==> src/rtl/if_fetch_ctrl.sv <==
// Instruction-fetch sequencer: fetch PC, imem req/ready handshake, one-entry skid, IF/ID register.
// Latency 1 cycle im_rdata->if_instr; stall parks a returned word in the skid (HOLD, no request).
// Optional macro IF_DELAY_SLOT_EN keeps the in-flight/skid instruction on redirect (MIPS delay slot).
module if_fetch_ctrl #(
    parameter logic [31:0] RESET_PC = 32'h0000_3000
) (
    input  logic        clk,
    input  logic        reset,
    input  logic        stall,
    input  logic        redir_valid,
    input  logic [31:0] redir_pc,
    output logic        im_req,
    output logic [31:0] im_addr,
    input  logic        im_ready,
    input  logic [31:0] im_rdata,
    output logic        if_valid,
    output logic [31:0] if_pc,
    output logic [31:0] if_instr
);

    typedef enum logic [1:0] {IDLE, FETCH, HOLD} state_t;

    state_t      state, state_nxt;
    logic [31:0] pc, pc_nxt;
    logic        pend, pend_nxt;
    logic [31:0] pend_pc, pend_pc_nxt;
    logic        squash, squash_nxt;
    logic [31:0] skid_pc, skid_pc_nxt;
    logic [31:0] skid_instr, skid_instr_nxt;
    logic        ifid_vld_nxt;
    logic [31:0] ifid_pc_nxt, ifid_instr_nxt;
    logic [31:0] next_pc;

    // Freshest redirect wins over a latched one; otherwise sequential.
    assign next_pc = redir_valid ? redir_pc : (pend ? pend_pc : pc + 32'd4);
    assign im_addr = pc;

    always_comb begin
        state_nxt      = state;
        pc_nxt         = pc;
        pend_nxt       = pend;
        pend_pc_nxt    = pend_pc;
        squash_nxt     = squash;
        skid_pc_nxt    = skid_pc;
        skid_instr_nxt = skid_instr;
        ifid_vld_nxt   = stall ? if_valid : 1'b0;
        ifid_pc_nxt    = if_pc;
        ifid_instr_nxt = if_instr;
        im_req         = 1'b0;

        if (redir_valid) begin
            pend_nxt    = 1'b1;
            pend_pc_nxt = redir_pc;
        end

        case (state)
            IDLE: begin
                state_nxt = FETCH;
`ifndef IF_DELAY_SLOT_EN
                // Nothing in flight to squash: steer the first fetch directly.
                if (redir_valid) begin
                    pc_nxt   = redir_pc;
                    pend_nxt = 1'b0;
                end
`endif
            end
            FETCH: begin
                im_req = 1'b1;
                if (im_ready) begin
`ifndef IF_DELAY_SLOT_EN
                    if (redir_valid || squash) begin
                        pc_nxt     = redir_valid ? redir_pc : pend_pc;
                        pend_nxt   = 1'b0;
                        squash_nxt = 1'b0;
                    end else
`endif
                    if (!stall) begin
                        ifid_vld_nxt   = 1'b1;
                        ifid_pc_nxt    = pc;
                        ifid_instr_nxt = im_rdata;
                        pc_nxt         = next_pc;
                        pend_nxt       = 1'b0;
                    end else begin
                        skid_pc_nxt    = pc;
                        skid_instr_nxt = im_rdata;
                        state_nxt      = HOLD;
                    end
                end else begin
`ifndef IF_DELAY_SLOT_EN
                    if (redir_valid) squash_nxt = 1'b1;
`endif
                end
            end
            HOLD: begin
`ifndef IF_DELAY_SLOT_EN
                if (redir_valid) begin
                    pc_nxt    = redir_pc;
                    pend_nxt  = 1'b0;
                    state_nxt = FETCH;
                end else
`endif
                if (!stall) begin
                    ifid_vld_nxt   = 1'b1;
                    ifid_pc_nxt    = skid_pc;
                    ifid_instr_nxt = skid_instr;
                    pc_nxt         = next_pc;
                    pend_nxt       = 1'b0;
                    state_nxt      = FETCH;
                end
            end
            default: state_nxt = IDLE;
        endcase
    end

    always_ff @(posedge clk) begin
        if (reset) begin
            state      <= IDLE;
            pc         <= RESET_PC;
            pend       <= 1'b0;
            pend_pc    <= 32'd0;
            squash     <= 1'b0;
            skid_pc    <= 32'd0;
            skid_instr <= 32'd0;
            if_valid   <= 1'b0;
            if_pc      <= 32'd0;
            if_instr   <= 32'd0;
        end else begin
            state      <= state_nxt;
            pc         <= pc_nxt;
            pend       <= pend_nxt;
            pend_pc    <= pend_pc_nxt;
            squash     <= squash_nxt;
            skid_pc    <= skid_pc_nxt;
            skid_instr <= skid_instr_nxt;
            if_valid   <= ifid_vld_nxt;
            if_pc      <= ifid_pc_nxt;
            if_instr   <= ifid_instr_nxt;
        end
    end

endmodule

==> config.mk <==
export PLATFORM = sky130hd
export DESIGN_NAME = if_fetch_ctrl
export DESIGN_NICKNAME = d
export VERILOG_FILES = /design/src/rtl/if_fetch_ctrl.sv
export SDC_FILE = /design/constraint.sdc
export NUM_CORES = 1
export LEC_CHECK = 0
export CORE_MARGIN = 2
export CORE_UTILIZATION = 45
export CTS_BUF_LIST = sky130_fd_sc_hd__clkbuf_2 sky130_fd_sc_hd__clkbuf_4 sky130_fd_sc_hd__clkbuf_8
export CTS_CLUSTER_DIAMETER = 200
export DETAILED_ROUTE_END_ITERATION = 8
export PLACE_DENSITY = 0.76
export SLEW_MARGIN = 25
export SYNTH_ARGS = -nofsm -noshare
export SYNTH_HDL_FRONTEND = slang
export SYNTH_SLANG_ARGS = --single-unit
==> constraint.sdc <==
create_clock -name clk -period 5.6 [get_ports clk]
set_clock_uncertainty 0.15 [all_clocks]
set_input_delay 1.12 -clock clk [delete_from_list [all_inputs] [get_ports clk]]
set_output_delay 1.12 -clock clk [all_outputs]
set_load 0.02 [all_outputs]
# [Yosys cells after proc, flatten, opt, wreduce, memory -nomap -nowiden]
# Cells that the tools add are included.
[totals] wordCells=77 out_inout_bits=98 regBits=197 in_bits=69
[classes] eq_ne=11 n_reduce_logical=10 n_addsub=1 n_mux=44 bitwise=1
[op_table] operator="two-way mux 32 bit" count=18
[op_table] operator="one-hot mux 32 bit (2 select lines)" count=2
[op_table] operator="one-hot mux 32 bit (3 select lines)" count=1
[op_table] operator="adder 32 x 3 -> 32 bit (second input constant)" count=1
[op_table] operator="two-way mux 1 bit" count=15
[op_table] operator="inequality test 2 bit (second input constant)" count=7
[op_table] operator="two-way mux 2 bit" count=5
[op_table] operator="AND reduction 4 bit" count=2
[op_table] operator="one-hot mux 2 bit (3 select lines)" count=1
[op_table] operator="AND reduction 3 bit" count=2
[op_table] operator="AND reduction 6 bit" count=1
[op_table] operator="nonzero test 2 bit" count=2
[op_table] operator="inequality test 3 bit (second input constant)" count=1
[op_table] operator="one-hot mux 1 bit (3 select lines)" count=1
[op_table] operator="nonzero test 3 bit" count=1
[op_table] operator="equality test 2 x 1 -> 1 bit (second input constant)" count=1
[op_table] operator="equality test 2 bit (second input constant)" count=1
[op_table] operator="zero test 2 bit" count=1
[op_table] operator="inequality test 2 x 1 -> 1 bit (second input constant)" count=1
[op_table] operator="one-hot mux 1 bit (2 select lines)" count=1
[op_table] operator="logical OR 1 bit" count=1
[op_table] operator="NOT 1 bit" count=1

# [Longest topological paths before layout]
[logic_depth] word_depth=7 mapped_depth=9 ltp_nobuf=7

# [Worst setup path after synthesis]
# Ideal clock, no wire load.
[synth_path] path_kind="input to register" from="in redir_valid" to="reg pc[25], in the netlist im_addr[25]" path_buffers=1 setup_time_ns=0.120 cell_stages=6 path_slack_ns=2.978 arrival_ns=2.352 required_ns=5.330 cell_sequence="buf_2 -> nor2_4 -> nand2_1 -> nor4_1 -> o22ai_1 -> a211o_1"
[synth_between] elab_chain_cells=5 word_cells_on_any_way=10 classes_between="eq/ne (1); mux (7); reduce/logical (2)"
[synth_lines] element="from (decl)" line="10" source="input logic redir_valid,"
[synth_lines] element="two-way mux 32 bit" line="35" source="assign next_pc = redir_valid ? redir_pc : (pend ? pend_pc : pc + 32'd4);"
[synth_lines] element="two-way mux 32 bit" line="77, 102"
[synth_lines] element="two-way mux 32 bit" line="71" source="if (redir_valid || squash) begin"
[synth_lines] element="two-way mux 32 bit" line="69" source="if (im_ready) begin"
[synth_lines] element="one-hot mux 32 bit (3 select lines)" line="56" source="case (state)"
[synth_lines] element="to (signal assigned)" line="129" source="pc <= pc_nxt;"
[synth_lines] element="to (decl)" line="24" source="logic [31:0] pc, pc_nxt;"
# Several ways; a longest one is shown, not always the timed one. The select of a mux whose other input is x is not followed.
# A chain may end at the register's enable or synchronous reset.

# [Worst setup path in the final report]
[layout_path] from="reg state[1]" to="out im_req"
[layout_between] elab_chain_cells=2
[layout_lines] element="from (decl)" line="23" source="state_t state, state_nxt;"
[layout_lines] element="from (signal assigned)" line="128" source="state <= state_nxt;"
[layout_lines] element="equality test 2 x 1 -> 1 bit" line="56"
[layout_lines] element="two-way mux 1 bit" line="56"
[layout_lines] element="to (decl)" line="12" source="output logic im_req,"
# No other way between the ends.

==> reports/metrics.cfg <==
[clocking]
insertion_delay_ps=480
clock_path_buffers=2
ctsHoldBuffers=0
clockRootBuffer=clkbuf_8
cts_buffers=17
cts_tree=done
clk_pin_slew_worst_paths_ps=110
postCtsSetupBuffers=0
htreeDepth=4
cts_resized=0
clkSinkCount=197

[logic_synthesis]
yosysMostFrequentCell=dfxtp_1
yosys.area.top_type_share=0.402
netlist_instances=1196
yosysUniqueCellTypes=73
synth_nets=1270
synthTopCellsByCount=dfxtp_1 (197), nand2_1 (161), nor2_1 (143)
synthTopCellsByArea=dfxtp_1 (40%), mux2i_1 (10%), nand2_1 (6.2%)
synthesis.area_sq_um=9810
synth-async-reset-ratio=0
syn_avg_cell_area_sq_um=8.20
ys_ff_latch=197
synthFlopType=dfxtp_1
ys_warn_count=0
yosysSeqAreaShare=0.402
synth_top_area_cell=dfxtp_1
synth-edff-count=0

[die]
die_h_microns=152
dieArea_sq_um=23000
rows=54
coreArea_sq_um=21600
boundaryPins=167
initial_core_util=0.454
dieWidth_microns=152

[worst_setup_path]
critPathCaptureType=output pin
worstPathArrival_ps=2280
critPathKind=flop to output pin
critPathLaunchType=flop
worstPathRequired_ps=4330
crit_path_max_fanout=19

[timing]
worst_pin_slew_ps=1060
setup_ws_ps=2050
min_period_ps=3550
hold_viol_final=0
setup_viol_count_final=0
rsz0062_at_grt=false
fin_crit_sh=0.634
finalSetupTns_ps=0
max_freq_mhz=282
max_slew_margin=0.295
finalMaxSlewViolations=0

[global_route]
grt_pass1_vias=8535
grt_start_max_net_pins=84
antenna_found_initial=0
grt_usage=0.253
gr-total-overflow=0
grt_pass1_wl_microns=46100

[finish]
fillerInstances=2020
nets=1358
num_antenna_cells=0
drive_gt1_frac=0.0486
seqCellArea_sq_um=3940
synthToLayoutAreaGrowth_pct=20.6
multi_input_area_sq_um=5340
postLayoutCoreUtil=0.547

[pwr]
clockPowerShare=0.270
power_leakage_uw=0.00388
powerDensity_nw_per_um2=281
p_sw_uw=1180
internal_power_uw=2150
p_seq_frac=0.493
ir_drop_uv=191
comb_power_share=0.238
swShare=0.354

[detailed_routing]
vias=9593
first_iter_violations=1096
wire_per_inst_microns=18.8
antenna_left=0
dr.pass1.iters=8
drcViolationCount=0
routed_via_density=6.08
drt-total-wl_microns=29700

[placed_design]
hpwl_microns=19600
dp_slack_ps=1660
globalplace.congestion=0.912
io_buffers=166

[min_path]
hold_class=flop to flop

[status]
outcome=finished, final reports clean

[flow_run]
maxCapViolations=0

[through the flow]
step / cell area [sq um] / hold WS, ps / cells / power [uW]
2_1_floorplan: 9810 / 286 / 1196 / 2110
3_3_place_gp: 11400 / 291 / 1545 / 2420
3_5_place_dp: 11500 / 296 / 1545 / 2440
4_1_cts: 11800 / 311 / 1577 / 3320
5_1_grt: 11800 / 330 / 1577 / 3470
6_report: 11800 / 307 / 1577 / 3320
[kinds of logic after synthesis]
logic type,Yosys count,synth area share
and+or+nand+nor,424,0.196
AOI/OAI and AO/OA,341,0.232
DFF,197,0.402
buffers and inverters,124,0.0572
muxes,102,0.104
adders and majority gates,5,0.00638
xor gates and xnor gates,3,0.00268
[worst max-delay path, cell delays in order, from the launching register on]
cell             delay [ps]
dfxtp_1                 380
inv_1                    90
ha_1                    590
clkdlybuf4s50_1         740
[per-layer routing]
metal,global-route usage,part of all wire
met5,0,0
met4,0.0861,0.025
met3,0.0452,0.10
met1,0.361,0.43
met2,0.386,0.44
[layout make-up]
type	instances	area share
well taps	280	0.0296
clock inverters	15	0.0120
multi-input cells	875	0.451
clock buffers	17	0.0198
flip-flops and latches	197	0.333
inverters	12	0.00381
repair buffers	181	0.150
[power by group through the flow]
stage	Clock (uW)	Sequential (uW)	Combinational (uW)
finish	895	1640	790
CTS	912	1630	777
global route	972	1650	849
floorplan	0	1650	457
global placement	0	1660	765
detailed placement	0	1660	774
[cells in the final DEF (no fill, tap or decap), types with 13 or more instances in the layout]
cell / instances
nand3_1: 18
clkbuf_8: 17
o21ai_0: 41
mux2i_1: 101
a211oi_1: 73
nor2_1: 143
dfxtp_1: 197
or3_1: 13
a221oi_1: 15
nor3_1: 18
o22ai_1: 18
nand2_1: 161
clkdlybuf4s50_1: 164
a21oi_1: 101
nand4_1: 13
buf_4: 14
[state kept, by name, summed over array words and instances, names as in the netlist]
signal	flops
if_instr	32
if_pc	32
im_addr	32
pend_pc	32
skid_instr	32
skid_pc	32
state	2
if_valid	1
pend	1
squash	1
[worst paths after layout]
kind,from,to,slack (ps),depth (start not counted)
max,state[1],im_req,2050,3
min,skid_pc[20],skid_pc[20],310,2
max reg2reg,state[1],im_addr[13],2250,7
min reg2reg,skid_pc[20],skid_pc[20],310,2
(Power assumes the default switching activity.)
==> patch 1: new RTL, same flow settings <==
The option `IF_DELAY_SLOT_EN` is turned on by a define.
--- a/src/rtl/if_fetch_ctrl.sv
+++ b/src/rtl/if_fetch_ctrl.sv
@@ -1,6 +1,8 @@
 // Instruction-fetch sequencer: fetch PC, imem req/ready handshake, one-entry skid, IF/ID register.
 // Latency 1 cycle im_rdata->if_instr; stall parks a returned word in the skid (HOLD, no request).
 // Optional macro IF_DELAY_SLOT_EN keeps the in-flight/skid instruction on redirect (MIPS delay slot).
+`define IF_DELAY_SLOT_EN
+
 module if_fetch_ctrl #(
     parameter logic [31:0] RESET_PC = 32'h0000_3000
 ) (
Formal check against the unedited RTL: not equivalent (a bounded check fails within 4 cycles, from zero or initial values and one cycle with reset high).
==> patch 1 against the original RTL <==
Area after synthesis decreased by 12%; synthesized cell count decreased by 13%; sequential cell count decreased by 1; worst setup slack improved by 0.19 ns; hold slack improved by 0.00070 ns; via count decreased by 19%; sequential power decreased by 6%; combinational power decreased by 27%; critical path depth increased by 2; sequential share of layout area increased by 3.1 points; total power decreased by 5.9%; design area decreased by 9.0%; wire length decreased by 24%.
==> patch 1: results (changes against the original RTL) <==
Outcome
  • Outcome: finished clean

Layout
  • Multi-input combinational area share: 40.2% (-4.9 points)
  • Diodes inserted: 0 (unchanged)
  • Nets: 1217 (-10%)
  • Flip-flop and latch count: 196 (-0.51%)
  • Non-clock buffers: 176 (-2.8%)
  • Signal inverters: 8 (-4)
  • Share of layout cells above drive strength 1: 5.10% (+0.24 points)
  • Fillers: 1739 (-14%)
  • # clk buffers: 18 (+1)
  • Sequential fraction of total cell area: 36.5% (+3.1 points)
  • Comb_multi_in: 745 (-15%)
  • Layout non-clock buf frac: 16.2% (+1.2 points)
  • Clock network area share: 4.08% (+0.91 points)

Worst setup path
  • Worst path top cell family by delay: simple AND/OR/NAND/NOR gates
  • Slowest cell on crit path: nor3b_4
  • Worst path max stage delay: 0.89 ns (+0.15 ns)
  • Max FO, Critical Path: 20 (+1)
  • Crit path DAT: 3.51 ns (+1.23 ns)

Clock network
  • Cts bufs inserted: 17 (unchanged)
  • Clock transition at path regs: 0.10 ns
  • Clk root buf: clkbuf_8
  • Post_cts resized: 0 (unchanged)
  • Latest clock arrival within the worst-skew pair: 0.46 ns (-0.02 ns)
  • CTS max path bufs: 2 (unchanged)
  • Setup Buffers After CTS: 0 (unchanged)
  • H-tree lvl count: 4 (unchanged)

Drt
  • Pre-antenna DRT Iters: 5 (-3)
  • Initial DRC count: 548 (-50%)
  • Avg WL per Cell: 16.3 um (-14%)
  • Vias per cell: 5.58 (-8.3%)
  • Routed wire length: 22.6 mm (-24%)

Power and ir drop
  • LEAKAGE: 3.50 nW (-9.7%)
  • Max rail drop VDD: 185 uV (-3.1%)

Synthesis
  • Async SR Flop Fraction: 0% (unchanged)
  • Synthesized instance count: 1042 (-13%)
  • Mapped Nets: 1115 (-12%)
  • Synth cell types: 57 (-22%)
  • Synth top cells by count: 196 x dfxtp_1, 196 x nand2_1, 114 x nor2_1
  • Seq/Total Area, Yosys: 45.5% (+5.3 points)
  • Largest cells by area after synthesis: dfxtp_1 46%, mux2i_1 10%, nand2_1 8.5%, a21oi_1 6.6%, a211oi_1 6.2%
  • Ys Warns: 0 (unchanged)

Place
  • Placer Congestion: 0.801 (-12%)
  • Placed insts: 1359 (-12%)
  • Port bufs: 166 (unchanged)
  • Final HPWL from detailed placement: 14.7 mm (-25%)

Global routing
  • Largest net degree at the start of global routing: 115 (+37%)
  • Initial antenna violation count: 0 (unchanged)
  • Vias in the first global route: 7114 (-17%)
  • First-pass GRT wire length: 36.4 mm (-21%)
  • Overall routing resource usage: 22.2% (-3.1 points)

Worst hold path
  • Hold crit path type: flip-flop to flip-flop

Flow run
  • Max Cap Violations: 0 (unchanged)

Timing
  • Slew HR: 29.9% (+0.41 points)
patch 1: per-layer routing:
layer	GRT usage, %	vias to the layer above	part of all wire (%)
li1	-	3878	-
met4	7.24	0	1.8
met1	30.7	3595	45
met2	35.6	254	47
met3	3.53	33	6.0
met5	0	-	0
patch 1: stage by stage:
stage	instance area, um2	hold slack (ns)	util (%)	worst slack, ns	total power, W
after floorplan	8620	0.286	-	2.99	0.00191
after global placement	10300	0.291	55.0	1.90	0.00214
after detailed placement	10300	0.296	55.0	1.80	0.00215
after CTS	10800	0.310	57.3	2.32	0.00315
after global routing	10800	0.327	57.3	2.13	0.00327
final	10800	0.308	57.3	2.24	0.00312
patch 1: worst register-to-register path: cells and delay by family, from the launching register on:
kind	cells	cell delay (ns)
AO/OA/AOI/OAI	2	0.55
buffers and inverters	1	0.08
adder cells (fa/ha/maj)	1	0.29
AND/OR/NAND/NOR	3	1.29
flip-flops	1	0.39
patch 1: worst paths after layout:
kind | end | slack, ns | start | cells after the start
worst min-delay path | skid_pc[31] | 0.31 | skid_pc[31] | 2
worst min register to register | skid_pc[31] | 0.31 | skid_pc[31] | 2
worst max-delay path | im_addr[17] | 2.24 | stall | 5
worst max register to register | im_addr[17] | 2.69 | state[1] | 7
patch 1: where the power goes:
group	internal [W]	total, W	switching (W)	leakage (nW)
sequential	0.00147	0.00154	0.0000694	1.60
combinational	0.000252	0.000575	0.000323	1.69
clock	0.000470	0.00101	0.000537	0.217
patch 1: cells by family after synthesis:
logic type	share of synthesized area, %
muxes	10.2
and+or+nand+nor	19.2
xor gates and xnor gates	0.203
adders and majority gates	0.581
AOI/OAI and AO/OA	19.6
buffers and inverters	4.69
DFF	45.5
==> patch 2: new RTL, config.mk and constraints unchanged <==
Made on the original files. Take the reset off `skid_instr` and load it in a clocked block of its own.
--- a/src/rtl/if_fetch_ctrl.sv
+++ b/src/rtl/if_fetch_ctrl.sv
@@ -120,7 +120,6 @@
             pend_pc    <= 32'd0;
             squash     <= 1'b0;
             skid_pc    <= 32'd0;
-            skid_instr <= 32'd0;
             if_valid   <= 1'b0;
             if_pc      <= 32'd0;
             if_instr   <= 32'd0;
@@ -131,12 +130,15 @@
             pend_pc    <= pend_pc_nxt;
             squash     <= squash_nxt;
             skid_pc    <= skid_pc_nxt;
-            skid_instr <= skid_instr_nxt;
             if_valid   <= ifid_vld_nxt;
             if_pc      <= ifid_pc_nxt;
             if_instr   <= ifid_instr_nxt;
         end
     end
 
+    always_ff @(posedge clk) begin
+        skid_instr <= skid_instr_nxt;
+    end
+
 endmodule
 
Function: same outputs for any inputs over 4 cycles, from zero or initial values and one cycle with reset high; that may be too few to reach the edited logic, so the function may still have changed.
==> patch 2 against the original RTL <==
Wire length down 6.5%; sequential cell count unchanged; non-clock buffer count down 1; worst setup slack better by 0.031 ns; synthesized cell count down 9.6%; count of clock-buffer cells in the layout unchanged; area after synthesis down 3.3%; global-route usage down 0.68 points; design area down 0.93%; largest cell class unchanged; highest routed layer unchanged.
Power is not compared: it rests on default switching activity, and its combinational part moved more than twofold at a synthesized area within 25%.
==> patch 2: results (changes against the original RTL) <==
Outcome
  • Outcome: finished clean

Global routing
  • Vias in the first global route: 8018 (-6.1%)
  • Largest net degree at the start of global routing: 103 (+23%)
  • Overall routing resource usage: 24.6% (-0.68 points)
  • GR Util met3: 4.37% (-0.15 points)

Drt
  • WL met1: 12.2 mm (-3.9%)
  • Pre-antenna DRT Iters: 7 (-1)
  • Avg WL per Cell: 18.9 um (+0.11%)
  • Met2 wire len: 12.3 mm (-7.1%)
  • Met3 WL post-DR: 2.51 mm (-17%)

Layout
  • Flip-flop and latch count: 197 (unchanged)
  • Comb_multi_in: 771 (-12%)
  • Share of layout cells above drive strength 1: 5.26% (+0.40 points)
  • Multi-input logic area: 0.00482 mm2 (-9.8%)
  • Sequential fraction of total cell area: 36.4% (+3.0 points)
  • Clock network area share: 3.69% (+0.52 points)
  • Layout non-clock buf frac: 15.3% (+0.29 points)

Place
  • Placer Congestion: 0.849 (-6.9%)
  • Final HPWL from detailed placement: 19.0 mm (-2.7%)

Worst setup path
  • Max FO, Critical Path: 20 (+1)
  • Reg-to-reg slack, setup: 2.21 ns (-0.04 ns)
  • Worst r2r path cells: 8 (+1)
  • Reg-to-Reg End: if_pc[8]
  • Crit path DAT: 2.25 ns (-0.03 ns)

Synthesis
  • Synth cell types: 66 (-9.6%)
  • Seq/Total Area, Yosys: 45.0% (+4.7 points)
  • Largest cells by area after synthesis: dfxtp_1 35%, edfxtp_1 10%, mux2i_1 9.6%, a211oi_1 5.6%, nor2_1 5.6%

Worst hold path
  • Start point of the worst hold path: skid_pc[1]
  • WHS Endpoint: skid_pc[1]

Timing
  • Worst Tran Pin Value: 1.02 ns (-0.0342 ns)
## patch 2: critical path, cell delays in order (launching register included)
cell and delay (ns):
dfxtp_1 0.38, inv_1 0.10, ha_1 0.56, clkdlybuf4s50_1 0.74
## patch 2: per-stage QoR
| stage | area [um2] | utilization (%) | instances |
|---|---|---|---|
| after detailed placement | 11300 | 54.2 | 1441 |
| after global placement | 11300 | 54.1 | 1440 |
| after floorplan | 9490 | - | 1081 |
| after global routing | 11700 | 56.3 | 1473 |
| final | 11700 | 56.3 | 1473 |
| after CTS | 11700 | 56.3 | 1473 |
## patch 2: cells by family after synthesis
logic type               synth area share (%)
XOR/XNOR                                0.277
AO/OA/AOI/OAI                            22.1
flip-flops                               45.0
adder cells (fa/ha/maj)                 0.660
buffers and inverters                    4.66
AND/OR/NAND/NOR                          17.5
multiplexers                             9.84
